`src/rtl/led_matrix_scanner_if.sv`:
```
// Scan-strobe, frame-write and shift-register-chain signals of the LED matrix scanner.
interface led_matrix_scanner_if #(
    parameter int ROWS = 8,
    parameter int COLS = 8,
    parameter int RW   = 3
);
    logic            tick_in;
    logic            wr_en;
    logic [RW-1:0]   wr_row;
    logic [COLS-1:0] wr_data;
    logic            swap_req;
    logic            swap_ack;
    logic            sr_data;
    logic            sr_clk;
    logic            sr_latch;
    logic [RW-1:0]   row_index;
    logic            frame_start;
    logic            overrun;

    // User logic / timer side
    modport master (
        output tick_in, wr_en, wr_row, wr_data, swap_req,
        input  swap_ack, sr_data, sr_clk, sr_latch, row_index, frame_start, overrun
    );

    // Scanner side
    modport slave (
        input  tick_in, wr_en, wr_row, wr_data, swap_req,
        output swap_ack, sr_data, sr_clk, sr_latch, row_index, frame_start, overrun
    );
endinterface

```
`src/rtl/led_matrix_scanner.sv`:
```
// Row-scanning driver for an 8x8 LED matrix behind a shift-register chain.
// Each tick_in transition shifts one {row_select, pixels} word out MSB first
// and latches it; a double-buffered frame store swaps only at row 0.
module led_matrix_scanner #(
    parameter int ROWS           = 8,
    parameter int COLS           = 8,
    parameter int SCK_DIV        = 4,
    parameter int ROW_ACTIVE_LOW = 1
) (
    input  logic                 clk,
    input  logic                 rst,
    led_matrix_scanner_if.slave  bus
);
    localparam int RW = $clog2(ROWS);
    localparam int WW = ROWS + COLS;
    localparam int BW = $clog2(WW);
    localparam logic [7:0] CNT_LAST = 8'(SCK_DIV - 1);

    typedef enum logic [2:0] {
        S_IDLE,
        S_LOAD,
        S_SHIFT_LO,
        S_SHIFT_HI,
        S_LATCH_HI,
        S_LATCH_LO
    } state_t;

    state_t          r_state;
    state_t          w_state_next;
    logic            r_tick_prev;
    logic            r_edge;
    logic [7:0]      r_cnt;
    logic [BW-1:0]   r_bit;
    logic [WW-1:0]   r_shreg;
    logic [RW-1:0]   r_next_row;
    logic [RW-1:0]   r_row_index;
    logic            r_front_sel;
    logic            r_swap_pend;
    logic            r_overrun;
    logic [COLS-1:0] r_buf [2][ROWS];

    logic            w_cnt_done;
    logic            w_frame_load;
    logic            w_do_swap;
    logic            w_load_sel;
    logic [ROWS-1:0] w_onehot;
    logic [ROWS-1:0] w_row_sel;
    logic            w_sr_data;
    logic            w_sr_clk;
    logic            w_sr_latch;
    logic            w_frame_start;
    logic            w_swap_ack;

    assign w_cnt_done   = (r_cnt == 8'd0);
    assign w_frame_load = (r_state == S_LOAD) && (r_next_row == '0);
    assign w_do_swap    = w_frame_load && r_swap_pend;
    // The row-0 word is read from the buffer that becomes front in this very cycle.
    assign w_load_sel   = r_front_sel ^ w_do_swap;
    assign w_onehot     = ROWS'(1) << (RW'(ROWS - 1) - r_next_row);
    assign w_row_sel    = (ROW_ACTIVE_LOW != 0) ? ~w_onehot : w_onehot;

    assign bus.sr_data     = w_sr_data;
    assign bus.sr_clk      = w_sr_clk;
    assign bus.sr_latch    = w_sr_latch;
    assign bus.frame_start = w_frame_start;
    assign bus.swap_ack    = w_swap_ack;
    assign bus.row_index   = r_row_index;
    assign bus.overrun     = r_overrun;

    // Register the strobe and flag any transition; reset preloads the level so release is edge-free.
    always_ff @(posedge clk) begin
        if (rst) begin
            r_tick_prev <= bus.tick_in;
            r_edge      <= 1'b0;
        end else begin
            r_tick_prev <= bus.tick_in;
            r_edge      <= bus.tick_in ^ r_tick_prev;
        end
    end

    // FSM state register.
    always_ff @(posedge clk) begin
        if (rst) r_state <= S_IDLE;
        else     r_state <= w_state_next;
    end

    // Next-state and output decode.
    always_comb begin
        w_state_next  = r_state;
        w_sr_data     = 1'b0;
        w_sr_clk      = 1'b0;
        w_sr_latch    = 1'b0;
        w_frame_start = 1'b0;
        w_swap_ack    = 1'b0;
        case (r_state)
            S_IDLE: begin
                if (r_edge) w_state_next = S_LOAD;
            end
            S_LOAD: begin
                w_frame_start = w_frame_load;
                w_swap_ack    = w_do_swap;
                w_state_next  = S_SHIFT_LO;
            end
            S_SHIFT_LO: begin
                w_sr_data = r_shreg[WW-1];
                if (w_cnt_done) w_state_next = S_SHIFT_HI;
            end
            S_SHIFT_HI: begin
                w_sr_data = r_shreg[WW-1];
                w_sr_clk  = 1'b1;
                if (w_cnt_done) w_state_next = (r_bit == '0) ? S_LATCH_HI : S_SHIFT_LO;
            end
            S_LATCH_HI: begin
                w_sr_latch = 1'b1;
                if (w_cnt_done) w_state_next = S_LATCH_LO;
            end
            S_LATCH_LO: begin
                if (w_cnt_done) w_state_next = S_IDLE;
            end
            default: w_state_next = S_IDLE;
        endcase
    end

    // Shift datapath, phase counter, row pointers, swap bookkeeping and overrun flag.
    always_ff @(posedge clk) begin
        if (rst) begin
            r_cnt       <= 8'd0;
            r_bit       <= '0;
            r_shreg     <= '0;
            r_next_row  <= '0;
            r_row_index <= '0;
            r_front_sel <= 1'b0;
            r_swap_pend <= 1'b0;
            r_overrun   <= 1'b0;
        end else begin
            if (r_edge && (r_state != S_IDLE)) r_overrun <= 1'b1;

            // A request coinciding with the swap is absorbed by it.
            if (w_do_swap) begin
                r_front_sel <= ~r_front_sel;
                r_swap_pend <= 1'b0;
            end else if (bus.swap_req) begin
                r_swap_pend <= 1'b1;
            end

            case (r_state)
                S_LOAD: begin
                    r_shreg <= {w_row_sel, r_buf[w_load_sel][r_next_row]};
                    r_bit   <= BW'(WW - 1);
                    r_cnt   <= CNT_LAST;
                end
                S_SHIFT_LO, S_LATCH_HI: begin
                    r_cnt <= w_cnt_done ? CNT_LAST : r_cnt - 8'd1;
                end
                S_SHIFT_HI: begin
                    if (w_cnt_done) begin
                        r_cnt <= CNT_LAST;
                        if (r_bit != '0) begin
                            r_bit   <= r_bit - 1'b1;
                            r_shreg <= {r_shreg[WW-2:0], 1'b0};
                        end else begin
                            r_row_index <= r_next_row;
                        end
                    end else begin
                        r_cnt <= r_cnt - 8'd1;
                    end
                end
                S_LATCH_LO: begin
                    if (w_cnt_done) begin
                        r_next_row <= (r_next_row == RW'(ROWS - 1)) ? '0 : r_next_row + 1'b1;
                    end else begin
                        r_cnt <= r_cnt - 8'd1;
                    end
                end
                default: ;
            endcase
        end
    end

    // Frame store: writes always go to the back buffer as selected before any same-cycle swap.
    always_ff @(posedge clk) begin
        if (rst) begin
            for (int unsigned r = 0; r < ROWS; r++) begin
                r_buf[0][r] <= '0;
                r_buf[1][r] <= '0;
            end
        end else if (bus.wr_en && (int'(bus.wr_row) < ROWS)) begin
            r_buf[~r_front_sel][bus.wr_row] <= bus.wr_data;
        end
    end
endmodule

```
`src/flat_wrapper.sv`:
```
// flat-port wrapper written by rule: the top's interface ports become plain ports
module led_matrix_scanner_flat 
#(
    parameter int ROWS           = 8,
    parameter int COLS           = 8,
    parameter int SCK_DIV        = 4,
    parameter int ROW_ACTIVE_LOW = 1
)
  (clk, rst, bus_tick_in, bus_wr_en, bus_wr_row, bus_wr_data, bus_swap_req, bus_swap_ack, bus_sr_data, bus_sr_clk, bus_sr_latch, bus_row_index, bus_frame_start, bus_overrun);
  led_matrix_scanner_if #(.ROWS(ROWS), .COLS(COLS), .RW(3)) bus_i ();
  input  logic clk;
  input  logic rst;
  input wire logic [$bits(bus_i.tick_in)-1:0] bus_tick_in;
  input wire logic [$bits(bus_i.wr_en)-1:0] bus_wr_en;
  input wire logic [$bits(bus_i.wr_row)-1:0] bus_wr_row;
  input wire logic [$bits(bus_i.wr_data)-1:0] bus_wr_data;
  input wire logic [$bits(bus_i.swap_req)-1:0] bus_swap_req;
  output wire logic [$bits(bus_i.swap_ack)-1:0] bus_swap_ack;
  output wire logic [$bits(bus_i.sr_data)-1:0] bus_sr_data;
  output wire logic [$bits(bus_i.sr_clk)-1:0] bus_sr_clk;
  output wire logic [$bits(bus_i.sr_latch)-1:0] bus_sr_latch;
  output wire logic [$bits(bus_i.row_index)-1:0] bus_row_index;
  output wire logic [$bits(bus_i.frame_start)-1:0] bus_frame_start;
  output wire logic [$bits(bus_i.overrun)-1:0] bus_overrun;
  assign bus_i.tick_in = bus_tick_in;
  assign bus_i.wr_en = bus_wr_en;
  assign bus_i.wr_row = bus_wr_row;
  assign bus_i.wr_data = bus_wr_data;
  assign bus_i.swap_req = bus_swap_req;
  assign bus_swap_ack = bus_i.swap_ack;
  assign bus_sr_data = bus_i.sr_data;
  assign bus_sr_clk = bus_i.sr_clk;
  assign bus_sr_latch = bus_i.sr_latch;
  assign bus_row_index = bus_i.row_index;
  assign bus_frame_start = bus_i.frame_start;
  assign bus_overrun = bus_i.overrun;
  led_matrix_scanner #(.ROWS(ROWS), .COLS(COLS), .SCK_DIV(SCK_DIV), .ROW_ACTIVE_LOW(ROW_ACTIVE_LOW)) u_core (.clk(clk), .rst(rst), .bus(bus_i));
endmodule
```
`config.mk`:
```
export PLATFORM = sky130hd
export DESIGN_NAME = led_matrix_scanner_flat
export DESIGN_NICKNAME = d
export VERILOG_FILES = /design/src/rtl/led_matrix_scanner_if.sv /design/src/rtl/led_matrix_scanner.sv /design/src/flat_wrapper.sv
export SDC_FILE = /design/constraint.sdc
export NUM_CORES = 1
export LEC_CHECK = 0
export ABC_AREA = 1
export BUFFER_PORTS_ARGS = -buffer_cell sky130_fd_sc_hd__buf_2
export CAP_MARGIN = 25
export CELL_PAD_IN_SITES_DETAIL_PLACEMENT = 0
export CELL_PAD_IN_SITES_GLOBAL_PLACEMENT = 1
export CORE_MARGIN = 1
export CORE_UTILIZATION = 35
export CTS_CLUSTER_DIAMETER = 60
export DETAILED_ROUTE_END_ITERATION = 8
export GPL_ROUTABILITY_DRIVEN = 1
export PLACE_DENSITY = 0.72
export SYNTH_ARGS = -nofsm -noshare
export SYNTH_HDL_FRONTEND = slang
export SYNTH_SLANG_ARGS = --single-unit
```
`constraint.sdc`:
```
create_clock -name clk -period 5.45 [get_ports clk]
set_input_delay 0.545 -clock clk [delete_from_list [all_inputs] [get_ports clk]]
set_output_delay 0.545 -clock clk [all_outputs]
set_load 0.005 [all_outputs]
```
==> qor.yml <==
logic_synthesis:
  ys_ff_latch: 170
  synth_area_sq_mm: 0.008278
  synth_cell_types: 36
  synth_fp_nets: 967
  syn_inst: 942
  syn_avg_cell_area_sq_um: 8.788
  synth-seq-area-share_pct: 56.59
  yosysWarningCount: 0
clocking:
  cts_max_level: 4
  post_cts_buffers: 0
  clock_latency_ps: 440
  post_cts_resized: 0
  clkTransAtPathRegs_ps: 70
  cts-root-buf: "clkbuf_16"
  clk_path_buf_depth: 2
  numCtsBuffers: 17
  clock-sinks: 170
  ctsHoldBuffers: 0
  cts_tree: "done"
setup_path:
  worstPathMaxFanout: 50
  startpoint_type: "flop"
  worst_setup_path_end_kind: "flop"
  path_delay_family: "simple AND/OR/NAND/NOR gates"
  cp.required_ps: 5760
  crit_chain: "inv_1 -> ha_1 -> inv_1 -> nor2_2 -> nand4_2 -> nand2_2 -> nand2_1 -> nand3_1 -> nand3_1 -> nand3_1 -> nand3_1 -> nand2_1 -> a21oi_2"
  crit_type: "reg -> reg"
  cp_num_buf_inv: 2
  slowest_stage: "nand2_2"
  cp_common_cell: "nand3_1"
  max_stage_delay_ps: 920
  arrival_ps: 4150
finish:
  stdcell_count: 1269
  fin_util_pct: 40.17
  num_antenna_cells: 0
  area_growth_pct: 11.22
  finalNetCount: 968
  layout-drive-gt1-share_pct: 8.787
die:
  fp.dieArea_sq_mm: 0.02427
  row_count: 55
  fp.dieW_um: 155.8
  die_h_um: 155.8
  start_util_pct: 36.12
  core-area_sq_mm: 0.02292
  io_pins: 25
global_routing:
  grt_antenna_before_repair: 0
  track_usage_pct: 18.69
  grt_max_degree: 51
  globalRouteOverflowTotal: 0
  grt_pass1_vias: 5806
  grt_pass1_wl_mm: 33.84
sta:
  slew_violations: 0
  hold_viol: 0
  rsz0062_at_grt: "no"
  finClkSkew_ps: 10.10
  setup_viol: 0
  worstMarginPinSlew_ps: 913.0
  maxSlewHeadroom_pct: 38.92
  min_period_ps: 3846
  period_share_pct: 70.57
  finalSetupTns_ps: 0
  timing.final.ws_setup_ps: 1604
  max_freq_ghz: 0.2600
  hold_ws_ps: 234.4
routing:
  wl_per_cell_um: 16.94
  avgViaCountPerCell: 4.907
  first_pass_iters: 5
  ant_nets: 0
  drtIter0Drc: 590
  drt-total-wl_mm: 21.49
  drc: 0
  vias: 6227
power_and_ir_drop:
  ir_drop_uv: 172.0
  power_density_mw_per_mm2: 408.5
  p_leak_nw: 3.907
place:
  port_buffers: 24
  gp_congestion: 0.7821
  dp_cells: 1237
  place_ws_ps: 1617
  place_hpwl_mm: 13.93
worst_hold_path:
  hp-class: "in -> reg"
run_status:
  status: "completed"
run:
  maxCapViolations: 0
[sequential cells by signal, summed over array words and instances, names as in the netlist]
| register | cells |
|---|---|
| u_core.r_shreg | 16 |
| u_core.bus.overrun | 1 |
| u_core.r_edge | 1 |
| u_core.bus.row_index | 3 |
| u_core.r_front_sel | 1 |
| u_core.r_bit | 4 |
| u_core.r_tick_prev | 1 |
| u_core.r_cnt | 8 |
| u_core.r_buf | 128 |
| u_core.r_next_row | 3 |
| u_core.r_state | 3 |
| u_core.r_swap_pend | 1 |
[cells in the mapped netlist]
| library cell | number | area, sq um |
|---|---|---|
| a31oi_1 | 10 | 62.56 |
| nand3_4 | 1 | 17.52 |
| nor3_2 | 1 | 10.01 |
| buf_4 | 9 | 67.56 |
| nand3b_1 | 28 | 210.2 |
| nand2_2 | 3 | 18.77 |
| o211ai_1 | 1 | 7.510 |
| xnor2_1 | 2 | 17.52 |
| edfxtp_1 | 128 | 3844 |
| o21bai_1 | 1 | 7.510 |
| nand4_1 | 2 | 12.51 |
| inv_2 | 5 | 18.77 |
| nand2_1 | 155 | 581.8 |
| nor2_4 | 2 | 22.52 |
| clkinv_1 | 2 | 7.510 |
| clkbuf_1 | 22 | 82.58 |
| nand2_4 | 2 | 22.52 |
| buf_2 | 15 | 75.07 |
| inv_1 | 121 | 454.2 |
| a21oi_1 | 17 | 85.08 |
| xor2_1 | 4 | 35.03 |
| nor2_2 | 3 | 18.77 |
| nor3_1 | 6 | 30.03 |
| o21ai_0 | 24 | 120.1 |
| o21ai_1 | 2 | 10.01 |
| nor2_1 | 165 | 619.3 |
| a211oi_1 | 6 | 45.04 |
| buf_6 | 1 | 11.26 |
| ha_1 | 9 | 112.6 |
| a21oi_2 | 5 | 43.79 |
| a21boi_1 | 1 | 7.510 |
| nand4_4 | 1 | 21.27 |
| buf_1 | 1 | 3.750 |
| nand4_2 | 1 | 12.51 |
| dfxtp_1 | 42 | 840.8 |
| nand3_1 | 144 | 720.7 |
[logic make-up (layout without fill, tap and decap cells)]
family	Yosys count	count (layout)	share of synthesized area, %
flops	170	170	56.59
buf+inv	176	190	8.706
simple gates	514	514	28.01
fa+ha+maj	9	9	1.360
compound gates	67	67	4.701
xor+xnor	6	6	0.6348
[cell type report]
class / count / area (sq um)
inverter: 128 / 480.5
clock buffer: 18 / 429.2
fill: 2345 / 13710
clock inverter: 14 / 182.7
sequential: 170 / 4684
multi-input combinational: 596 / 2873
tap: 313 / 391.6
timing repair buffer: 30 / 165.2
[layer usage]
metal | vias up | GRT usage, % | part of all wire [%]
li1 | 3084 | - | -
met4 | 0 | 4.575 | 1.2
met1 | 2945 | 26.95 | 49
met2 | 178 | 28.66 | 45
met5 | - | 0 | 0
met3 | 20 | 3.722 | 4.6
[report_power, final]
| part | switching (W) | internal (W) | total [W] |
|---|---|---|---|
| combinational | 0.000602 | 0.000268 | 0.000871 |
| clock | 0.000545 | 0.000733 | 0.00128 |
| sequential | 0.0000865 | 0.00153 | 0.00161 |
[per-stage QoR]
| step | area [sq um] | total power (W) |
|---|---|---|
| after floorplan | 8278 | 0.002289 |
| after global placement | 8594 | 0.002496 |
| after detailed placement | 8594 | 0.002504 |
| after CTS | 9206 | 0.003775 |
| after global routing | 9206 | 0.003955 |
| final | 9206 | 0.003761 |
[worst paths after layout]
kind | start | to | slack [ps] | cells past startpoint
worst max-delay path | u_core.r_next_row[1] | u_core.r_shreg[3] | 1600 | 13
worst max register to register | u_core.r_next_row[1] | u_core.r_shreg[3] | 1600 | 13
worst min-delay path | bus_tick_in | u_core.r_tick_prev | 230 | 1
worst min register to register | u_core.r_cnt[7] | u_core.r_cnt[7] | 460 | 2
[placed cells by master (no fill, tap or decap), types with 3 or more instances in the layout]
cell / count
bufinv_16: 3
nor2_2: 3
a21oi_2: 5
buf_4: 6
buf_2: 24
inv_2: 5
a211oi_1: 6
o21ai_0: 24
xor2_1: 4
nand2_2: 3
nand3_1: 144
dfxtp_1: 42
inv_1: 121
edfxtp_1: 128
a21oi_1: 17
nand3b_1: 28
clkinv_1: 3
clkbuf_16: 17
inv_6: 4
nand2_1: 155
nor2_1: 165
nor3_1: 6
clkinv_4: 3
ha_1: 9
a31oi_1: 10
(Power assumes the default switching activity.)
